[config.mk]
export PLATFORM = sky130hd
export DESIGN_NAME = ws_conv_sequencer_flat
export DESIGN_NICKNAME = d
export VERILOG_FILES = /design/src/rtl/ws_conv_sequencer_if.sv /design/src/rtl/ws_conv_sequencer.sv /design/src/flat_wrapper.sv
export SDC_FILE = /design/constraint.sdc
export NUM_CORES = 1
export LEC_CHECK = 0
export ABC_AREA = 1
export CORE_MARGIN = 2
export CORE_UTILIZATION = 58
export DETAILED_ROUTE_END_ITERATION = 10
export GPL_ROUTABILITY_DRIVEN = 1
export GPL_TIMING_DRIVEN = 0
export PLACE_DENSITY = 0.78
export SKIP_LAST_GASP = 1
export SYNTH_ARGS = -nofsm -noshare
export SYNTH_HDL_FRONTEND = slang
export SYNTH_SLANG_ARGS = --single-unit
export TNS_END_PERCENT = 100
[constraint.sdc]
create_clock -name clk -period 11.8 [get_ports clk]
set_input_delay 3.54 -clock clk [delete_from_list [all_inputs] [get_ports clk]]
set_output_delay 3.54 -clock clk [all_outputs]
set_load 0.01 [all_outputs]
[src/rtl/ws_conv_sequencer_if.sv]
// Control/bus bundle between the conv sequencer and the weight-stationary core.
// The master side is the sequencer. The slave side is the core and the top-level control.
interface ws_conv_sequencer_if #(
  parameter int unsigned AW = 11
);
  logic          start;
  logic          l0_ready;
  logic          ofifo_valid;
  logic          xmem_cen;
  logic          xmem_wen;
  logic [AW-1:0] xmem_addr;
  logic          load;
  logic          execute;
  logic          mode;
  logic          pmem_cen;
  logic          pmem_wen;
  logic [AW-1:0] pmem_addr;
  logic          ofifo_rd;
  logic          acc;
  logic          busy;
  logic          done;

  modport master (
    input  start, l0_ready, ofifo_valid,
    output xmem_cen, xmem_wen, xmem_addr, load, execute, mode,
           pmem_cen, pmem_wen, pmem_addr, ofifo_rd, acc, busy, done
  );

  modport slave (
    output start, l0_ready, ofifo_valid,
    input  xmem_cen, xmem_wen, xmem_addr, load, execute, mode,
           pmem_cen, pmem_wen, pmem_addr, ofifo_rd, acc, busy, done
  );
endinterface

[src/rtl/ws_conv_sequencer.sv]
// Autonomous layer sequencer: per-kij weight load, activation stream and flush,
// a concurrent OFIFO->PMEM drain, then a PMEM accumulation sweep that strobes the SFP.
module ws_conv_sequencer #(
  parameter int unsigned COL    = 8,
  parameter int unsigned K      = 3,
  parameter int unsigned I_W    = 4,
  parameter int unsigned X_BASE = 0,
  parameter int unsigned W_BASE = 128,
  parameter int unsigned P_BASE = 0,
  parameter int unsigned GAP    = 19,
  parameter int unsigned AW     = 11
) (
  input  logic               clk,
  input  logic               reset,
  ws_conv_sequencer_if.master bus
);
  localparam int unsigned LEN_KIJ = K * K;
  localparam int unsigned LEN_NIJ = I_W * I_W;
  localparam int unsigned O_W     = I_W - K + 1;
  localparam int unsigned TOTAL   = LEN_KIJ * LEN_NIJ;

  typedef enum logic [2:0] {
    S_IDLE, S_LOADW, S_EXEC, S_FLUSH, S_GAP, S_WAITDRAIN, S_ACC, S_FIN
  } state_t;

  state_t        state;
  logic [31:0]   kij, t, g, wcount;
  logic [31:0]   r, kx, ky, ox, oy;
  logic [AW-1:0] acc_addr;

  // kx/ky and ox/oy track kij%K, kij/K and the output coordinates without dividers.
  always_comb acc_addr = AW'(P_BASE + r * LEN_NIJ + (oy + ky) * I_W + ox + kx);

  always_ff @(posedge clk or posedge reset) begin
    if (reset) begin
      state  <= S_IDLE;
      kij    <= '0; t  <= '0; g  <= '0; wcount <= '0;
      r      <= '0; kx <= '0; ky <= '0; ox <= '0; oy <= '0;
      bus.xmem_cen  <= 1'b1; bus.xmem_wen <= 1'b1; bus.xmem_addr <= '0;
      bus.pmem_cen  <= 1'b1; bus.pmem_wen <= 1'b1; bus.pmem_addr <= '0;
      bus.load      <= 1'b0; bus.execute  <= 1'b0; bus.mode      <= 1'b0;
      bus.ofifo_rd  <= 1'b0; bus.acc      <= 1'b0;
      bus.busy      <= 1'b0; bus.done     <= 1'b0;
    end else begin
      // Drain runs beside the FSM; the ACC branch below overrides PMEM only after it has finished.
      if (state != S_IDLE && wcount < TOTAL && bus.ofifo_valid) begin
        bus.ofifo_rd  <= 1'b1;
        bus.pmem_cen  <= 1'b0;
        bus.pmem_wen  <= 1'b0;
        bus.pmem_addr <= AW'(P_BASE + wcount);
        wcount        <= wcount + 1;
      end else begin
        bus.ofifo_rd <= 1'b0;
        bus.pmem_cen <= 1'b1;
        bus.pmem_wen <= 1'b1;
      end

      case (state)
        S_IDLE: begin
          kij <= '0; t  <= '0; g  <= '0; wcount <= '0;
          r   <= '0; kx <= '0; ky <= '0; ox <= '0; oy <= '0;
          bus.xmem_cen  <= 1'b1; bus.xmem_wen <= 1'b1; bus.xmem_addr <= '0;
          bus.pmem_addr <= '0;
          bus.load      <= 1'b0; bus.execute  <= 1'b0; bus.mode      <= 1'b0;
          bus.acc       <= 1'b0; bus.done     <= 1'b0;
          bus.busy      <= bus.start;
          if (bus.start) state <= S_LOADW;
        end
        S_LOADW: begin
          if (bus.l0_ready) begin
            bus.xmem_cen  <= 1'b0;
            bus.xmem_addr <= AW'(W_BASE + kij * COL + t);
            bus.load      <= 1'b1;
            bus.execute   <= 1'b0;
            bus.mode      <= 1'b0;
            if (t == COL - 1) begin
              t     <= '0;
              state <= S_EXEC;
            end else begin
              t <= t + 1;
            end
          end else begin
            bus.xmem_cen <= 1'b1;
          end
        end
        S_EXEC: begin
          if (bus.l0_ready) begin
            bus.xmem_cen  <= 1'b0;
            bus.xmem_addr <= AW'(X_BASE + t);
            bus.load      <= 1'b0;
            bus.execute   <= 1'b1;
            bus.mode      <= 1'b0;
            if (t == LEN_NIJ - 1) begin
              t     <= '0;
              state <= S_FLUSH;
            end else begin
              t <= t + 1;
            end
          end else begin
            bus.xmem_cen <= 1'b1;
          end
        end
        S_FLUSH: begin
          bus.xmem_cen <= 1'b1;
          bus.load     <= 1'b1;
          bus.execute  <= 1'b1;
          bus.mode     <= 1'b1;
          g            <= '0;
          state        <= S_GAP;
        end
        S_GAP: begin
          bus.load    <= 1'b0;
          bus.execute <= 1'b0;
          bus.mode    <= 1'b0;
          if (g == GAP - 1) begin
            g   <= '0;
            kij <= kij + 1;
            state <= (kij == LEN_KIJ - 1) ? S_WAITDRAIN : S_LOADW;
          end else begin
            g <= g + 1;
          end
        end
        S_WAITDRAIN: begin
          if (wcount == TOTAL) state <= S_ACC;
        end
        S_ACC: begin
          // Per output: LEN_KIJ reads, one trailing acc cycle, then one idle boundary cycle.
          if (r < LEN_KIJ) begin
            bus.pmem_cen  <= 1'b0;
            bus.pmem_wen  <= 1'b1;
            bus.pmem_addr <= acc_addr;
            bus.acc       <= (r != 0);
            r             <= r + 1;
            if (kx == K - 1) begin
              kx <= '0;
              ky <= ky + 1;
            end else begin
              kx <= kx + 1;
            end
          end else if (r == LEN_KIJ) begin
            bus.acc <= 1'b1;
            r       <= r + 1;
          end else begin
            bus.acc <= 1'b0;
            r  <= '0;
            kx <= '0;
            ky <= '0;
            if (ox == O_W - 1) begin
              ox <= '0;
              if (oy == O_W - 1) state <= S_FIN;
              else oy <= oy + 1;
            end else begin
              ox <= ox + 1;
            end
          end
        end
        S_FIN: begin
          bus.done <= 1'b1;
          bus.busy <= 1'b0;
          state    <= S_IDLE;
        end
        default: state <= S_IDLE;
      endcase
    end
  end
endmodule

[src/flat_wrapper.sv]
// flat-port wrapper written by rule: the top's interface ports become plain ports
module ws_conv_sequencer_flat 
#(
  parameter int unsigned COL    = 8,
  parameter int unsigned K      = 3,
  parameter int unsigned I_W    = 4,
  parameter int unsigned X_BASE = 0,
  parameter int unsigned W_BASE = 128,
  parameter int unsigned P_BASE = 0,
  parameter int unsigned GAP    = 19,
  parameter int unsigned AW     = 11
)
  (clk, reset, bus_start, bus_l0_ready, bus_ofifo_valid, bus_xmem_cen, bus_xmem_wen, bus_xmem_addr, bus_load, bus_execute, bus_mode, bus_pmem_cen, bus_pmem_wen, bus_pmem_addr, bus_ofifo_rd, bus_acc, bus_busy, bus_done);
  ws_conv_sequencer_if #(.AW(AW)) bus_i ();
  input  logic clk;
  input  logic reset;
  input wire logic [$bits(bus_i.start)-1:0] bus_start;
  input wire logic [$bits(bus_i.l0_ready)-1:0] bus_l0_ready;
  input wire logic [$bits(bus_i.ofifo_valid)-1:0] bus_ofifo_valid;
  output wire logic [$bits(bus_i.xmem_cen)-1:0] bus_xmem_cen;
  output wire logic [$bits(bus_i.xmem_wen)-1:0] bus_xmem_wen;
  output wire logic [$bits(bus_i.xmem_addr)-1:0] bus_xmem_addr;
  output wire logic [$bits(bus_i.load)-1:0] bus_load;
  output wire logic [$bits(bus_i.execute)-1:0] bus_execute;
  output wire logic [$bits(bus_i.mode)-1:0] bus_mode;
  output wire logic [$bits(bus_i.pmem_cen)-1:0] bus_pmem_cen;
  output wire logic [$bits(bus_i.pmem_wen)-1:0] bus_pmem_wen;
  output wire logic [$bits(bus_i.pmem_addr)-1:0] bus_pmem_addr;
  output wire logic [$bits(bus_i.ofifo_rd)-1:0] bus_ofifo_rd;
  output wire logic [$bits(bus_i.acc)-1:0] bus_acc;
  output wire logic [$bits(bus_i.busy)-1:0] bus_busy;
  output wire logic [$bits(bus_i.done)-1:0] bus_done;
  assign bus_i.start = bus_start;
  assign bus_i.l0_ready = bus_l0_ready;
  assign bus_i.ofifo_valid = bus_ofifo_valid;
  assign bus_xmem_cen = bus_i.xmem_cen;
  assign bus_xmem_wen = bus_i.xmem_wen;
  assign bus_xmem_addr = bus_i.xmem_addr;
  assign bus_load = bus_i.load;
  assign bus_execute = bus_i.execute;
  assign bus_mode = bus_i.mode;
  assign bus_pmem_cen = bus_i.pmem_cen;
  assign bus_pmem_wen = bus_i.pmem_wen;
  assign bus_pmem_addr = bus_i.pmem_addr;
  assign bus_ofifo_rd = bus_i.ofifo_rd;
  assign bus_acc = bus_i.acc;
  assign bus_busy = bus_i.busy;
  assign bus_done = bus_i.done;
  ws_conv_sequencer #(.COL(COL), .K(K), .I_W(I_W), .X_BASE(X_BASE), .W_BASE(W_BASE), .P_BASE(P_BASE), .GAP(GAP), .AW(AW)) u_core (.clk(clk), .reset(reset), .bus(bus_i));
endmodule
==> results of run 1 <==
cell type report:
cell class | count | area (µm²)
buffer | 71 | 360.3
clock buffer | 51 | 1060
clock inverter | 13 | 110.1
fill | 2929 | 11130
inverter | 332 | 1250
multi-input combinational | 2058 | 10290
sequential | 300 | 7511
tap | 442 | 553.0
timing repair buffer | 44 | 520.5
power by group through the flow:
stage,Combinational [mW],Sequential (mW),Clock [mW]
2_1_floorplan,0.628,1.17,0
3_3_place_gp,0.966,1.16,0
3_5_place_dp,0.993,1.16,0
4_1_cts,1.00,1.15,1.12
5_1_grt,1.09,1.15,1.15
6_report,1.01,1.15,1.10
registers in the layout, indices dropped and copies added (netlist names), 3 cells and up:
signal,flops
u_core.ky,9
u_core.kx,32
u_core.kij,32
u_core.state,3
u_core.g,32
u_core.r,32
u_core.wcount,32
u_core.bus.xmem_addr,11
u_core.oy,32
u_core.t,32
u_core.bus.pmem_addr,11
u_core.ox,32
worst max path at each step:
| stage | start | endpoint | slack (ns) | cells after the start |
|---|---|---|---|---|
| after floorplan | reset | u_core.bus.acc | 4.28 | 1 |
| after global placement | reset | u_core.kij[26] | 2.18 | 2 |
| after detailed placement | bus_l0_ready | u_core.t[7] | 6.63 | 9 |
| after CTS | u_core.bus.xmem_cen | bus_xmem_cen | 6.62 | 1 |
| after global routing | u_core.bus.xmem_cen | bus_xmem_cen | 6.62 | 1 |
| final | u_core.bus.xmem_cen | bus_xmem_cen | 6.65 | 1 |
cell usage after synthesis, types with 6 or more instances:
| master | instances | share of area, % |
|---|---|---|
| o2111ai_1 | 9 | 0.41 |
| nand2_2 | 9 | 0.29 |
| o22ai_1 | 28 | 0.90 |
| ha_1 | 57 | 3.7 |
| a21oi_1 | 46 | 1.2 |
| nand4_1 | 81 | 2.6 |
| fa_1 | 17 | 1.8 |
| inv_1 | 317 | 6.1 |
| dfrtp_1 | 297 | 38 |
| nand3_1 | 172 | 4.4 |
| or2_2 | 12 | 0.39 |
| nor3_1 | 92 | 2.4 |
| inv_2 | 15 | 0.29 |
| o21ai_1 | 43 | 1.1 |
| o21ai_0 | 107 | 2.8 |
| buf_2 | 33 | 0.85 |
| nor2_1 | 454 | 8.8 |
| nor2_2 | 7 | 0.23 |
| nand2_1 | 748 | 14 |
| clkbuf_1 | 24 | 0.46 |
| xnor2_1 | 32 | 1.4 |
| nor4_1 | 14 | 0.45 |
| xor2_1 | 83 | 3.7 |
| buf_4 | 6 | 0.23 |
cells by family (layout without fill, tap and decap cells):
kind of cell / after synthesis / in the layout / share of synthesized area (%)
compound gates: 254 / 254 / 7.214
xor+xnor: 115 / 115 / 5.190
fa+ha+maj: 74 / 74 / 5.428
buf+inv: 403 / 511 / 8.277
flops: 300 / 300 / 38.70
other cells: 1 / 1 / 0.01932
simple gates: 1614 / 1614 / 35.17
cells in the final DEF (no fill, tap or decap), drive strengths merged, types with 2 or more instances in the layout:
master         count
fa                17
nor3b              5
ha                57
clkdlybuf4s50     36
a21o               3
nor2             466
nand4             81
clkinvlp           3
or2               13
a21oi             46
o31ai              5
o22ai             28
o32ai              2
clkbuf            75
nand3            173
o2111ai            9
clkinv            10
inv              331
nand3b             5
o21ai            151
xnor2             32
nor4              14
buf               55
nand2            760
a31oi              4
o211ai             3
nor3              95
xor2              83
dfrtp            297
dfstp              3
through the flow:
step / std cells / utilization, % / hold WS [ns] / total power, mW
5_1_grt: 3311 / 66.06 / 0.5056 / 3.401
2_1_floorplan: 2761 / - / 0.4599 / 1.795
4_1_cts: 3311 / 66.06 / 0.4874 / 3.266
6_report: 3311 / 66.06 / 0.4849 / 3.253
3_5_place_dp: 3247 / 62.49 / 0.4724 / 2.157
3_3_place_gp: 3239 / 62.00 / 0.4568 / 2.128
layer usage:
layer	share of wire (%)	vias to the layer above
met3	5.8	124
met5	0	-
met2	48	615
met4	3.1	0
met1	43	8579
li1	-	9008
==> metrics.txt, run 1 <==
Worst VDD drop 127.7 µV; PwrDens 150.2 mW/mm²; met1 Usage GRT 39.42%; synthesis-to-layout area growth 11.58%; vias in the first global route 17940; Min-Delay Path Class flip-flop to flip-flop; pre-CTS setup slack 6.628 ns; Yosys reg bits 300; TritonCTS Buffers 36; cell depth of the worst flop-to-flop path 18; crit path max-delay cell type dfstp_2; FF-to-FF Start u_core.oy[0]; Worst Hold Path EP u_core.bus.execute; final setup fails 0; Clock transition at path regs 0.06 ns; crit path launch type flip-flop; Row Count 66; Max-Cap Viols 0; cells after synthesis between 2000 and 3000; DRC 0; Net Sw Frac 37.40%; largest net degree at the start of global routing 44; # IOs 38; gr busiest metal met2; final wirelength 52210 µm; Internal 2.036 mW; register area share after synthesis 38.70%; initial drt markers 1317; number of I/O port buffers 36; Clock Tree Buf Depth 3; DR vias 18330; Hold-fix buffers, CTS 0; Final HPWL DP 39480 µm; Fin. Hold Viols 0; Worst Path Buf+Inv 1; total negative slack 0 ns; antenna-violating nets left 0; status complete, no violations; routing usage on met2 51.12%; share of cells above drive strength 1 just under 6%; RSZ-0062 raised after global routing false; setup slack after layout 6.647 ns; Clock Sinks 300; Data required, critical path between 8 and 9 ns; CP Class flip-flop to output port; Worst-Margin Slew roughly 0.91 ns; Root Driver clkbuf_16; Final Skew 0.02351 ns; CTS tree yes; clock share of power 33.8%; TritonRoute pass-1 iters 8; gpl congestion around 0.97; first-pass GRT wire length 87100 µm; initial antenna violation count 0; WL per Instance 15.77 µm; Die X ~190 µm; leakage 9.947 nW; Avg Cell Area, Syn 7.030 µm²; combinational power share 31.0%; diode count 0; Nets 2922; Hold Path Stages 2; peak per-stage delay on the critical path 0.54 ns; H-tree depth 2; worst-path maximum fanout 2; Arrival @ worst endpoint between 1.5 and 2 ns; Top delay family on crit path flip-flops; grt ovf 0; fmax 194.1 MHz; number of library cell types mapped by synthesis 46; global routing usage on met3 3.865%; Switch Pwr roughly 1.2 mW; CORE AREA roughly 0.033 mm²; placed cell area between 0.02 and 0.025 mm²; critical path, cell by cell clkdlybuf4s50_1; post-route cell area 0.02166 mm²; GRT Overall Usage 30.02%; full die area 0.03494 mm²; Setup crit end kind output port; worst hold start u_core.bus.execute; worst reg2reg path endpoint u_core.bus.pmem_addr[10]; Final period util 43.67%; Post-Syn Nets 2840; Via density 5.535; yosys warns 0; Post-synth top flop dfrtp_1; Initial Utilization 59.20%; synthesized area 0.01941 mm²; Post-synth ARST share 100.0%; fin crit period 5.153 ns; Worst R2R Setup Slack 7.56 ns; Reg power frac roughly a third; Post-CTS Setup Bufs 0; Post-synth EDFFs 0; clk_lat worst skew 0.54 ns; post-CTS sizing 0; Die H 186.9 µm; Rel. slew slack 39.25%; Max Slew Vio Count 0
No activity file was read; power rests on OpenSTA's default activity.
==> run 2, diff against run 1 <==
Settings changed: CORE_UTILIZATION 58 to 64, PLACE_DENSITY 0.78 to 0.82.
Clock period 11.8 ns to 4.8 ns, I/O delays scaled along.
==> run 2 against run 1 <==
Compared with the run above: count of clock-buffer cells in the layout fell by 6; sequential share of layout area fell by 0.12 points; critical endpoint is now u_core.bus.pmem_addr[10]; cell area rose by 0.35%; clock skew fell by 0.0065 ns; register-to-register slack got worse by 7.0 ns; global-route usage rose by 3.6 points; non-clock buffer count did not move; critical path type is now flip-flop to flip-flop.
==> metrics.txt, run 2 (same netlist as run 1, synthesis figures left out) <==
worst-path maximum fanout 7 (+5); fin crit period 4.272 ns; Top delay family on crit path adder cells; fmax 234.1 MHz; final setup fails 0 (unchanged); grt ovf 0 (unchanged); total negative slack 0 ns (unchanged); cell depth of the worst flop-to-flop path 18 (unchanged); top sig layer met4; worst reg2reg path endpoint u_core.bus.pmem_addr[10]; GRT Overall Usage 33.66% (+3.6 points); clk_lat worst skew 0.54 ns (about the same); post-route cell area 0.02173 mm² (+0.35%); Clock transition at path regs 0.06 ns (about the same); Post-CTS Setup Bufs 0 (unchanged); Final period util 89.00%; register area 0.007511 mm² (unchanged); Via density 5.712 (+3.2%); TritonCTS Buffers 35 (-2.8%); full die area 0.03174 mm² (-9.2%); wire length on met2 25670 µm (+2.4%); post-CTS sizing 0 (unchanged); DRC 0 (unchanged); Net Sw Frac 36.12% (-1.3 points); Switch Pwr 3.006 mW (+150%); antenna-violating nets left 0 (unchanged); CP dominant cell by count nand2_1; largest net degree at the start of global routing 46 (+4.5%); crit path launch type flip-flop; Fill cells 2414 (-18%); CP endpoint u_core.bus.pmem_addr[10]; Worst R2R Setup Slack 0.53 ns (-7.03 ns); critical path, cell by cell ha_1 -> fa_1 -> nand2_1 -> nand2_1 -> a21oi_1 -> o21ai_0 -> xor2_1 -> fa_1 -> inv_1 -> fa_1 -> inv_1 -> ha_1 -> nand2_1 -> or2_2 -> nand3_1 -> nand3_1 -> nand3_1 -> nand2_1; Worst-Margin Slew 0.9053 ns (-0.005949 ns); share of cells above drive strength 1 5.930% (+0.074 points); Setup crit end kind flip-flop; Die X 178.1 µm (-4.7%); Met3 Routed Length 3276 µm (+7.5%); final wirelength 52930 µm (+1.4%); Min-Delay Path Class flip-flop to flip-flop; synthesis-to-layout area growth 11.97%; commonest non-fill, non-tap cells in the layout nand2_1, nor2_1, inv_1; CP startpoint u_core.oy[0]; PwrDens 383.0 mW/mm² (+150%); # IOs 38 (unchanged); first-pass GRT wire length 85810 µm (-1.5%); CORE AREA 0.02972 mm² (-9.4%); Initial Utilization 65.31% (+6.1 points); Reg power frac 33.9% (-1.4 points); number of I/O port buffers 36 (unchanged); initial antenna violation count 0 (unchanged); DR vias 18610 (+1.5%); combinational power share 29.9% (-1.1 points); Worst VDD drop 295.7 µV (+130%); Final Skew 0.01699 ns (-0.006511 ns); diode count 0 (unchanged); critical path depth in cells 18 (+17); Final HPWL DP 39720 µm (+0.59%); CP Class flip-flop to flip-flop; post-layout util 73.13% (+7.1 points); Hold-fix buffers, CTS 0 (unchanged); commonest non-fill, non-tap cell in the layout nand2_1; H-tree depth 2 (unchanged); crit path max-delay cell type fa_1; Nets 2921 (-0.034%); leakage 10.01 nW (+0.65%); Worst Path Buf+Inv 2 (+1); Fin. Hold Viols 0 (unchanged); placed cell area 0.02042 mm² (-0.32%); Row Count 63 (-4.5%); RSZ-0062 raised after global routing false; Die H 178.1 µm (-4.7%); status complete, no violations; vias in the first global route 17700 (-1.3%); footprint of the multi-input gates 0.01029 mm² (unchanged); Internal 5.316 mW (+160%); Data required, critical path 5.22 ns (-3.04 ns); Rel. slew slack 39.65% (+0.40 points); gpl congestion 0.9413 (-3.0%); routed length on met1 22400 µm (-0.45%); CTS tree yes; Clock Sinks 300 (unchanged); FF-to-FF Start u_core.oy[0]; WL per Instance 16.25 µm (+3.1%); clock share of power 36.2% (+2.4 points); Arrival @ worst endpoint 4.69 ns (+3.08 ns); initial drt markers 1913 (+45%); Root Driver clkbuf_16; peak per-stage delay on the critical path 0.50 ns (-0.04 ns); TritonRoute pass-1 iters 6 (-2); Max Slew Vio Count 0 (unchanged); Clock Tree Buf Depth 3 (unchanged); Max-Cap Viols 0 (unchanged)
## run 2: cell types whose count changed in the layout (fill, tap and decap cells not counted), sizes merged
cell / previous run / this run
clkinv: 10 / 6
bufinv: 1 / 8
clkbuf: 75 / 69
inv: 331 / 333
clkinvlp: 3 / 2
## run 2: power groups by stage
stage                     logic [mW]  registers, mW  clock network, mW
after CTS                       2.46           2.82               3.04
after global routing            2.70           2.83               3.14
after detailed placement        2.43           2.86                  0
after global placement          2.35           2.86                  0
after floorplan                 1.54           2.87                  0
final                           2.49           2.82               3.01
## run 2: how the worst min path moves through the flow
stage | endpoint | start | cells after the start | slack (ns)
after detailed placement | u_core.bus.execute | u_core.bus.execute | 2 | 0.46
after global routing | u_core.bus.execute | u_core.bus.execute | 2 | 0.49
after CTS | u_core.bus.execute | u_core.bus.execute | 2 | 0.47
final | u_core.bus.execute | u_core.bus.execute | 2 | 0.47
after floorplan | u_core.wcount[14] | u_core.wcount[14] | 2 | 0.46
after global placement | u_core.bus.execute | u_core.bus.execute | 2 | 0.46
## run 2: tightest hold or removal path, stage by stage (launching register included)
cell,delay [ns]
dfrtp_1,0.34
nand2_1,0.05
nand2_1,0.05
## run 2: through the flow
step                      cells  hold WS, ns  setup WS [ns]  power, mW
after detailed placement   3195       0.4581         0.5696      5.294
after floorplan            2761       0.4599        -0.6246      4.414
after global placement     3187       0.4583         -2.693      5.210
final                      3257       0.4703         0.5279      8.323
after CTS                  3257       0.4717         0.5374      8.309
after global routing       3257       0.4897         0.2355      8.669
## run 2: final cells by class
type / count / share of cell area [%]
inverters: 332 / 5.752
well taps: 390 / 2.245
multi-input cells: 2058 / 47.35
flip-flops and latches: 300 / 34.56
clock inverters: 17 / 1.457
plain buffers: 71 / 1.658
repair buffers: 44 / 2.395
clock buffers: 45 / 4.577
## run 2: layer usage
| metal | vias to the layer above | track usage, % |
|---|---|---|
| met4 | 0 | 11.17 |
| met3 | 133 | 4.497 |
| met5 | - | 0 |
| li1 | 9003 | - |
| met2 | 724 | 58.51 |
| met1 | 8745 | 43.43 |
